### src/rtl/xbar_pkg.sv
// rtl/xbar_pkg.sv - shared types and constants for the two-master slave arbiter
package xbar_pkg;

   typedef enum logic [1:0] {
      ST_IDLE   = 2'd0,
      ST_GRANT0 = 2'd1,
      ST_GRANT1 = 2'd2
   } state_t;

   localparam logic        CMD_WRITE       = 1'b1;
   localparam logic        CMD_READ        = 1'b0;
   localparam int          ADDR_W          = 32;
   localparam int          DATA_W          = 32;
   localparam logic [31:0] ERR_RDATA       = 32'hDEAD_BEEF;
   localparam int          TIMEOUT_DEFAULT = 16;
   localparam int          CNT_W           = 16;

   // Counter value at which the last permitted GRANT cycle is reached.
   function automatic logic [CNT_W-1:0] timeout_last(input int timeout);
      return CNT_W'(timeout - 1);
   endfunction

endpackage

### src/rtl/xbar_slave_arbiter_if.sv
// rtl/xbar_slave_arbiter_if.sv - master/slave bus bundle around the arbiter
interface xbar_slave_arbiter_if;
   import xbar_pkg::*;

   logic              m0_req;
   logic [ADDR_W-1:0] m0_addr;
   logic              m0_cmd;
   logic [DATA_W-1:0] m0_wdata;
   logic              m0_ack;
   logic [DATA_W-1:0] m0_rdata;

   logic              m1_req;
   logic [ADDR_W-1:0] m1_addr;
   logic              m1_cmd;
   logic [DATA_W-1:0] m1_wdata;
   logic              m1_ack;
   logic [DATA_W-1:0] m1_rdata;

   logic              s_req;
   logic [ADDR_W-1:0] s_addr;
   logic              s_cmd;
   logic [DATA_W-1:0] s_wdata;
   logic              s_ack;
   logic [DATA_W-1:0] s_rdata;

   logic              timeout_err;

   // Arbiter view
   modport slave (
      input  m0_req, m0_addr, m0_cmd, m0_wdata,
      output m0_ack, m0_rdata,
      input  m1_req, m1_addr, m1_cmd, m1_wdata,
      output m1_ack, m1_rdata,
      output s_req, s_addr, s_cmd, s_wdata,
      input  s_ack, s_rdata,
      output timeout_err
   );

   // Environment view: masters and the shared slave
   modport master (
      output m0_req, m0_addr, m0_cmd, m0_wdata,
      input  m0_ack, m0_rdata,
      output m1_req, m1_addr, m1_cmd, m1_wdata,
      input  m1_ack, m1_rdata,
      input  s_req, s_addr, s_cmd, s_wdata,
      output s_ack, s_rdata,
      input  timeout_err
   );

endinterface

### src/rtl/xbar_rr_pick.sv
// rtl/xbar_rr_pick.sv - two-way round-robin choice between master requests
module xbar_rr_pick (
   input  logic [1:0] i_req,
   input  logic       i_last,
   output logic       o_grant
);

   // On a tie the master that did not win last time goes next.
   always_comb begin
      o_grant = 1'b0;
      if (i_req == 2'b11) begin
         o_grant = ~i_last;
      end else if (i_req[1]) begin
         o_grant = 1'b1;
      end
   end

endmodule

### src/rtl/xbar_slave_arbiter.sv
// rtl/xbar_slave_arbiter.sv - arbitrates two masters onto one slave with timeout
module xbar_slave_arbiter
   import xbar_pkg::*;
#(
   parameter int TIMEOUT = TIMEOUT_DEFAULT
) (
   input  logic                 clk,
   input  logic                 reset,
   xbar_slave_arbiter_if.slave  bus
);

   localparam logic [CNT_W-1:0] TO_LAST = timeout_last(TIMEOUT);

   state_t            r_state;
   logic              r_last;
   logic [CNT_W-1:0]  r_cnt;

   state_t            w_next;
   logic              w_pick;
   logic              w_sel;
   logic              w_req_x;
   logic              w_cmd_x;
   logic [ADDR_W-1:0] w_addr_x;
   logic [DATA_W-1:0] w_wdata_x;
   logic              w_s_req;
   logic              w_ack;
   logic [DATA_W-1:0] w_rdata;
   logic              w_terr;

   xbar_rr_pick u_pick (
      .i_req   ({bus.m1_req, bus.m0_req}),
      .i_last  (r_last),
      .o_grant (w_pick)
   );

   always_ff @(posedge clk) begin
      if (reset) begin
         r_state <= ST_IDLE;
         r_cnt   <= '0;
         r_last  <= 1'b1;
      end else begin
         r_state <= w_next;
         if (r_state == ST_IDLE && w_next != ST_IDLE) begin
            r_last <= w_pick;
            r_cnt  <= '0;
         end else if (r_state != ST_IDLE && !bus.s_ack) begin
            r_cnt  <= r_cnt + CNT_W'(1);
         end
      end
   end

   always_comb begin
      w_next    = r_state;
      w_sel     = 1'b0;
      w_req_x   = 1'b0;
      w_cmd_x   = 1'b0;
      w_addr_x  = '0;
      w_wdata_x = '0;
      w_s_req   = 1'b0;
      w_ack     = 1'b0;
      w_rdata   = '0;
      w_terr    = 1'b0;

      case (r_state)
         ST_IDLE: begin
            if (bus.m0_req || bus.m1_req) begin
               w_next = w_pick ? ST_GRANT1 : ST_GRANT0;
            end
         end
         ST_GRANT0, ST_GRANT1: begin
            w_sel     = (r_state == ST_GRANT1);
            w_req_x   = w_sel ? bus.m1_req   : bus.m0_req;
            w_cmd_x   = w_sel ? bus.m1_cmd   : bus.m0_cmd;
            w_addr_x  = w_sel ? bus.m1_addr  : bus.m0_addr;
            w_wdata_x = w_sel ? bus.m1_wdata : bus.m0_wdata;
            w_s_req   = w_req_x;
            w_rdata   = bus.s_rdata;
            // Completion beats abort, abort beats timeout.
            if (bus.s_ack) begin
               w_ack  = 1'b1;
               w_next = ST_IDLE;
            end else if (!w_req_x) begin
               w_next = ST_IDLE;
            end else if (r_cnt == TO_LAST) begin
               w_ack   = 1'b1;
               w_rdata = ERR_RDATA;
               w_terr  = 1'b1;
               w_s_req = 1'b0;
               w_next  = ST_IDLE;
            end
         end
         default: begin
            w_next = ST_IDLE;
         end
      endcase
   end

   // Outputs are held low while reset is asserted, even mid-transaction.
   assign bus.s_req       = !reset && w_s_req;
   assign bus.s_cmd       = !reset && w_cmd_x;
   assign bus.s_addr      = reset ? '0 : w_addr_x;
   assign bus.s_wdata     = reset ? '0 : w_wdata_x;
   assign bus.m0_ack      = !reset && !w_sel && w_ack;
   assign bus.m1_ack      = !reset &&  w_sel && w_ack;
   assign bus.m0_rdata    = (reset || w_sel || r_state == ST_IDLE) ? '0 : w_rdata;
   assign bus.m1_rdata    = (reset || !w_sel) ? '0 : w_rdata;
   assign bus.timeout_err = !reset && w_terr;

endmodule

### src/flat_wrapper.sv
// flat-port wrapper written by rule: the top's interface ports become plain ports
module xbar_slave_arbiter_flat import xbar_pkg::*;
#(
   parameter int TIMEOUT = TIMEOUT_DEFAULT
)
  (clk, reset, bus_m0_req, bus_m0_addr, bus_m0_cmd, bus_m0_wdata, bus_m0_ack, bus_m0_rdata, bus_m1_req, bus_m1_addr, bus_m1_cmd, bus_m1_wdata, bus_m1_ack, bus_m1_rdata, bus_s_req, bus_s_addr, bus_s_cmd, bus_s_wdata, bus_s_ack, bus_s_rdata, bus_timeout_err);
  xbar_slave_arbiter_if bus_i ();
  input  logic clk;
  input  logic reset;
  input wire logic [$bits(bus_i.m0_req)-1:0] bus_m0_req;
  input wire logic [$bits(bus_i.m0_addr)-1:0] bus_m0_addr;
  input wire logic [$bits(bus_i.m0_cmd)-1:0] bus_m0_cmd;
  input wire logic [$bits(bus_i.m0_wdata)-1:0] bus_m0_wdata;
  output wire logic [$bits(bus_i.m0_ack)-1:0] bus_m0_ack;
  output wire logic [$bits(bus_i.m0_rdata)-1:0] bus_m0_rdata;
  input wire logic [$bits(bus_i.m1_req)-1:0] bus_m1_req;
  input wire logic [$bits(bus_i.m1_addr)-1:0] bus_m1_addr;
  input wire logic [$bits(bus_i.m1_cmd)-1:0] bus_m1_cmd;
  input wire logic [$bits(bus_i.m1_wdata)-1:0] bus_m1_wdata;
  output wire logic [$bits(bus_i.m1_ack)-1:0] bus_m1_ack;
  output wire logic [$bits(bus_i.m1_rdata)-1:0] bus_m1_rdata;
  output wire logic [$bits(bus_i.s_req)-1:0] bus_s_req;
  output wire logic [$bits(bus_i.s_addr)-1:0] bus_s_addr;
  output wire logic [$bits(bus_i.s_cmd)-1:0] bus_s_cmd;
  output wire logic [$bits(bus_i.s_wdata)-1:0] bus_s_wdata;
  input wire logic [$bits(bus_i.s_ack)-1:0] bus_s_ack;
  input wire logic [$bits(bus_i.s_rdata)-1:0] bus_s_rdata;
  output wire logic [$bits(bus_i.timeout_err)-1:0] bus_timeout_err;
  assign bus_i.m0_req = bus_m0_req;
  assign bus_i.m0_addr = bus_m0_addr;
  assign bus_i.m0_cmd = bus_m0_cmd;
  assign bus_i.m0_wdata = bus_m0_wdata;
  assign bus_m0_ack = bus_i.m0_ack;
  assign bus_m0_rdata = bus_i.m0_rdata;
  assign bus_i.m1_req = bus_m1_req;
  assign bus_i.m1_addr = bus_m1_addr;
  assign bus_i.m1_cmd = bus_m1_cmd;
  assign bus_i.m1_wdata = bus_m1_wdata;
  assign bus_m1_ack = bus_i.m1_ack;
  assign bus_m1_rdata = bus_i.m1_rdata;
  assign bus_s_req = bus_i.s_req;
  assign bus_s_addr = bus_i.s_addr;
  assign bus_s_cmd = bus_i.s_cmd;
  assign bus_s_wdata = bus_i.s_wdata;
  assign bus_i.s_ack = bus_s_ack;
  assign bus_i.s_rdata = bus_s_rdata;
  assign bus_timeout_err = bus_i.timeout_err;
  xbar_slave_arbiter #(.TIMEOUT(TIMEOUT)) u_core (.clk(clk), .reset(reset), .bus(bus_i));
endmodule
### config.mk
export PLATFORM = sky130hd
export DESIGN_NAME = xbar_slave_arbiter_flat
export DESIGN_NICKNAME = d
export VERILOG_FILES = /design/src/rtl/xbar_pkg.sv /design/src/rtl/xbar_slave_arbiter_if.sv /design/src/rtl/xbar_rr_pick.sv /design/src/rtl/xbar_slave_arbiter.sv /design/src/flat_wrapper.sv
export SDC_FILE = /design/constraint.sdc
export NUM_CORES = 1
export LEC_CHECK = 0
export CAP_MARGIN = 20
export CORE_AREA = 2 2 115 117
export DETAILED_ROUTE_END_ITERATION = 7
export DIE_AREA = 0 0 117 119
export PLACE_DENSITY = 0.71
export SYNTH_ARGS = -nofsm -noshare
export SYNTH_HDL_FRONTEND = slang
export SYNTH_SLANG_ARGS = --single-unit
### constraint.sdc
create_clock -name clk -period 3.45 [get_ports clk]
set_input_delay 1.035 -clock clk [delete_from_list [all_inputs] [get_ports clk]]
set_output_delay 1.035 -clock clk [all_outputs]
set_load 0.01 [all_outputs]
# Word level (Yosys, flattened, before mapping)
# Index checks and enable logic that the tools add are counted.
[totals] regBits=19 output_inout_bits=133 wordCells=64
[classes] addsub=1 eq_ne=4 mux=34 bitwise_logic=1 reduce_logical=21
[ops] operator="$mux W32" n=12
[ops] operator="$add A16 B1 Y16 const B" n=1
[ops] operator="$eq A16 B4 Y1 const B" n=1
[ops] operator="$mux W1" n=16
[ops] operator="$mux W2" n=5
[ops] operator="$logic_and A1 B1 Y1" n=9
[ops] operator="$eq A2 B2 Y1 const B" n=2
[ops] operator="$logic_or A1 B1 Y1" n=4
[ops] operator="$pmux W2 S2" n=1
[ops] operator="$reduce_bool A2 Y1" n=2
[ops] operator="$reduce_or A2 Y1" n=2
[ops] operator="$logic_not A1 Y1" n=3
[ops] operator="$eq A2 B1 Y1 const B" n=1
[ops] operator="$logic_not A2 Y1" n=1
[ops] operator="$not A1 Y1" n=1

# Logic depth before layout (Yosys ltp)
[depth] ltp_word=8 depth_mapped=8

# By module
# From an unflattened synthesis, not the netlist that was laid out.
[unflattened] hier_cells=343 hier_area_um2=2521.2
[modules_own_cells] module="xbar_slave_arbiter" n_inst=1 cells_per_inst=342 area_per_inst_um2=2509.9
[modules_own_cells] module="xbar_rr_pick" n_inst=1 cells_per_inst=1 area_per_inst_um2=11.3

# Worst setup path after synthesis
# No wires, ideal clock.
[synth_timing] path_kind="input -> output" from="in reset" to="out bus_m0_rdata[10]" t_arrival_ps=2089 required_ps=2415 setup_slack_ps=326 path_stages=5 n_path_buf=2 path_cell_list="nand2b_1 > clkbuf_1 > nor3_1 > clkbuf_1 > o21a_1"
[synth_between] elab_chain_len=3
[synth_lines] element="from (decl)" line_no="flat_wrapper.sv:9" source="input logic reset;"
[synth_lines] element="$logic_or A1 B1 Y1 (2 in series)" line_no="xbar_slave_arbiter.sv:105" source="assign bus.m0_rdata = (reset || w_sel || r_state == ST_IDLE) ? '0 : w_rdata;"
[synth_lines] element="$mux W32" line_no="xbar_slave_arbiter.sv:105"
[synth_lines] element="to (decl)" line_no="flat_wrapper.sv:15" source="output wire logic [$bits(bus_i.m0_rdata)-1:0] bus_m0_rdata;"
# No other way between the ends.

# Worst setup path in the final report
[layout_timing] from="in reset" to="out bus_s_addr[16]"
[layout_between] elab_chain_len=1
[layout_lines] element="$mux W32" line_no="xbar_slave_arbiter.sv:101" source="assign bus.s_addr = reset ? '0 : w_addr_x;"
[layout_lines] element="to (decl)" line_no="flat_wrapper.sv:23" source="output wire logic [$bits(bus_i.s_addr)-1:0] bus_s_addr;"
# No other way between the ends.

==> results.yml <==
timing:
  finalHoldViolations: 0
  relSlewSlack_pct: 61.84
  worst_slew_pin_slew_ns: 0.5724
  holdWs_ns: 0.4706
  setup_viol: 0
  tns_ns: 0
  setup_slack_ns: 0.03887
  max_freq_mhz: 293.2
  fin_crit_sh_pct: 98.87
  finClkSkew_ns: 0.001146
  rsz0062_at_grt: "true"
  fin_crit_ns: 3.411
  drv_slew: 0
die:
  core_um2: 12870
  die_area_um2: 13920
  initial_utilization_pct: 19.49
  die_x_um: 117
  ios: 300
  die_y_um: 119
  num_rows: 42
logic_synthesis:
  synth_mux_area_share_pct: 26.32
  ys_seq_area_share_pct: 15.15
  ys_types: 33
  ys_top_cells_by_area: "mux2i_1, dfxtp_1, o21a_1, nor2_1, and3_1"
  synth-xor-area-share_pct: 3.838
  synth_top_family_by_area: "simple AND/OR/NAND/NOR gates"
  synth_cells: 351
  synth_area_um2: 2510
  synth-simple-area-share_pct: 27.92
  syn_avg_cell_area_um2: 7.151
  synth_nets: 523
  ys_warn_count: 0
  yosys.area.top_type: "mux2i_1"
  synth_top_area_share_pct: 26.32
  ys_ff_latch: 19
  synthAdderAreaFrac_pct: 2.493
  synth_compound_area_share_pct: 18.30
worst_setup_path:
  critical_path_required_ns: 2.41
  reg2reg_setup_slack_ns: 1.03
  critPathMaxFanout: 28
  start_kind: "input pin"
  crit_type: "in2out"
  endpoint_kind: "output pin"
  r2r-start: "u_core.r_state[0]"
  arrival_ns: 2.38
  reg2regPathDepth: 6
  r2r-end: "u_core.r_cnt[15]"
detailed_routing:
  vias_per_cell: 4.529
  drt-initial-drc-count: 180
  wire_per_inst_um: 17.24
  dr.pass1.iters: 4
  num_vias: 3741
  wl_mm: 14.24
  antenna_left: 0
  drc: 0
grt:
  grt_pass1_vias: 3792
  grtUsageTotal_pct: 18.91
  grt_max_degree: 34
  grt_antenna_before_repair: 0
  grt_overflow: 0
  grt_pass1_wl_mm: 20.43
power:
  finalPower_mw: 1.167
  power_density_nw_per_um2: 193.7
  p_leak_nw: 2.819
  ir_worst_vdd_mv: 0.1680
clocking:
  cts.sinks: 19
  clkLatencyLatePin_ns: 0.26
  cts.reportedPaths.clkPinSlew_ns: 0.05
  cts_htree_levels: 1
  cts_hold_buf: 0
  tritoncts: "built"
  numCtsBuffers: 3
  cts_buffer_depth: 2
  cts_root_buf: "clkbuf_16"
min_path:
  min_path_cells: 2
  min_from: "u_core.r_last"
  holdPathEnd: "u_core.r_last"
  hold_class: "reg2reg"
layout:
  nets: 823
  area_growth_pct: 140.1
  layout_common_cells: "clkdlybuf4s50_1, nor2_1, dlygate4sd2_1"
  diodes: 0
  final_common_cell: "clkdlybuf4s50_1"
  drive_gt1_share_pct: 7.077
  final_cells: 826
  post-route-util_pct: 46.81
  fin_area_um2: 6027
job:
  drv_cap: 0
place:
  gp_congestion: 0.7576
  post-place-ws_ns: -0.5692
  io_buffers: 299
  placed_area_um2: 5843
  placedCellCount: 816
  hpwl_mm: 11.24
status:
  status: "completed"
[layer usage]
| layer | vias to the layer above | wire length, um | global-route usage, % |
|---|---|---|---|
| met2 | 176 | 6731 | 32.41 |
| met3 | 19 | 1528 | 6.107 |
| met5 | - | 0 | 0 |
| met1 | 1721 | 5631 | 22.24 |
| met4 | 0 | 348 | 5.588 |
| li1 | 1825 | - | - |
[cell families after synthesis]
| kind of cell | Yosys count |
|---|---|
| and+or+nand+nor | 149 |
| adders and majority gates | 5 |
| muxes | 66 |
| buffers and inverters | 37 |
| DFF | 19 |
| xor gates and xnor gates | 11 |
| AOI/OAI and AO/OA | 64 |
[worst max-delay path by stage]
stage                     startpoint               end  depth (start not counted)
after global placement    bus_m1_req  bus_m0_rdata[14]                          7
after detailed placement  bus_m1_req   bus_m1_rdata[4]                          7
after CTS                 bus_m0_req   bus_m0_rdata[2]                          7
final                          reset    bus_s_addr[16]                          5
after global routing           reset  bus_m0_rdata[13]                          7
after floorplan                reset  bus_m0_rdata[10]                          5
[what timing repair did]
item                                    CTS  global route
gates resized for setup                 117            59
endpoints found under the setup margin  133            63
cloned                                    3             0
pin swaps                                 2             0
buffers inserted                          3             0
[synthesized netlist by cell type]
| cell | n |
|---|---|
| a211oi_1 | 2 |
| a21oi_1 | 5 |
| a31oi_1 | 1 |
| and3_1 | 16 |
| buf_1 | 2 |
| buf_2 | 9 |
| clkbuf_1 | 20 |
| dfxtp_1 | 19 |
| ha_1 | 5 |
| inv_1 | 6 |
| mux2i_1 | 66 |
| nand2_1 | 13 |
| nand2b_1 | 4 |
| nand3_1 | 4 |
| nand4_1 | 4 |
| nand4b_1 | 1 |
| nand4bb_1 | 1 |
| nor2_1 | 83 |
| nor2b_1 | 1 |
| nor3_1 | 7 |
| nor4_1 | 6 |
| nor4bb_1 | 1 |
| o21a_1 | 48 |
| o21ai_0 | 5 |
| o21ba_2 | 1 |
| o2bb2ai_1 | 1 |
| o41ai_1 | 1 |
| or2_1 | 1 |
| or3_1 | 4 |
| or4_1 | 1 |
| or4_4 | 2 |
| xnor2_1 | 8 |
| xor2_1 | 3 |
[registers in the layout, summed over array words and instances, names as in the netlist]
signal          count
u_core.r_state      2
u_core.r_last       1
u_core.r_cnt       16
[cell type report]
class | instances | area [um2]
Fill cell | 1254 | 6848
Timing Repair Buffer | 326 | 3284
Multi-Input combinational cell | 295 | 2039
Sequential cell | 19 | 380.4
Tap cell | 176 | 220.2
Clock buffer | 3 | 75.07
Inverter | 6 | 22.52
Clock inverter | 1 | 5.005
[where the power goes]
group | internal (mW) | switching [mW] | leakage [nW]
sequential | 0.225 | 0.00656 | 0.154
combinational | 0.396 | 0.293 | 2.62
clock | 0.156 | 0.0904 | 0.0409
total | 0.777 | 0.390 | 2.82
[worst max-delay path, stage by stage]
cell and delay, ns:
dlygate4sd2_1 0.27, nand2b_4 0.18, buf_6 0.18, nor2_1 0.11, clkdlybuf4s50_1 0.58
No activity file was read; power rests on OpenSTA's default activity.
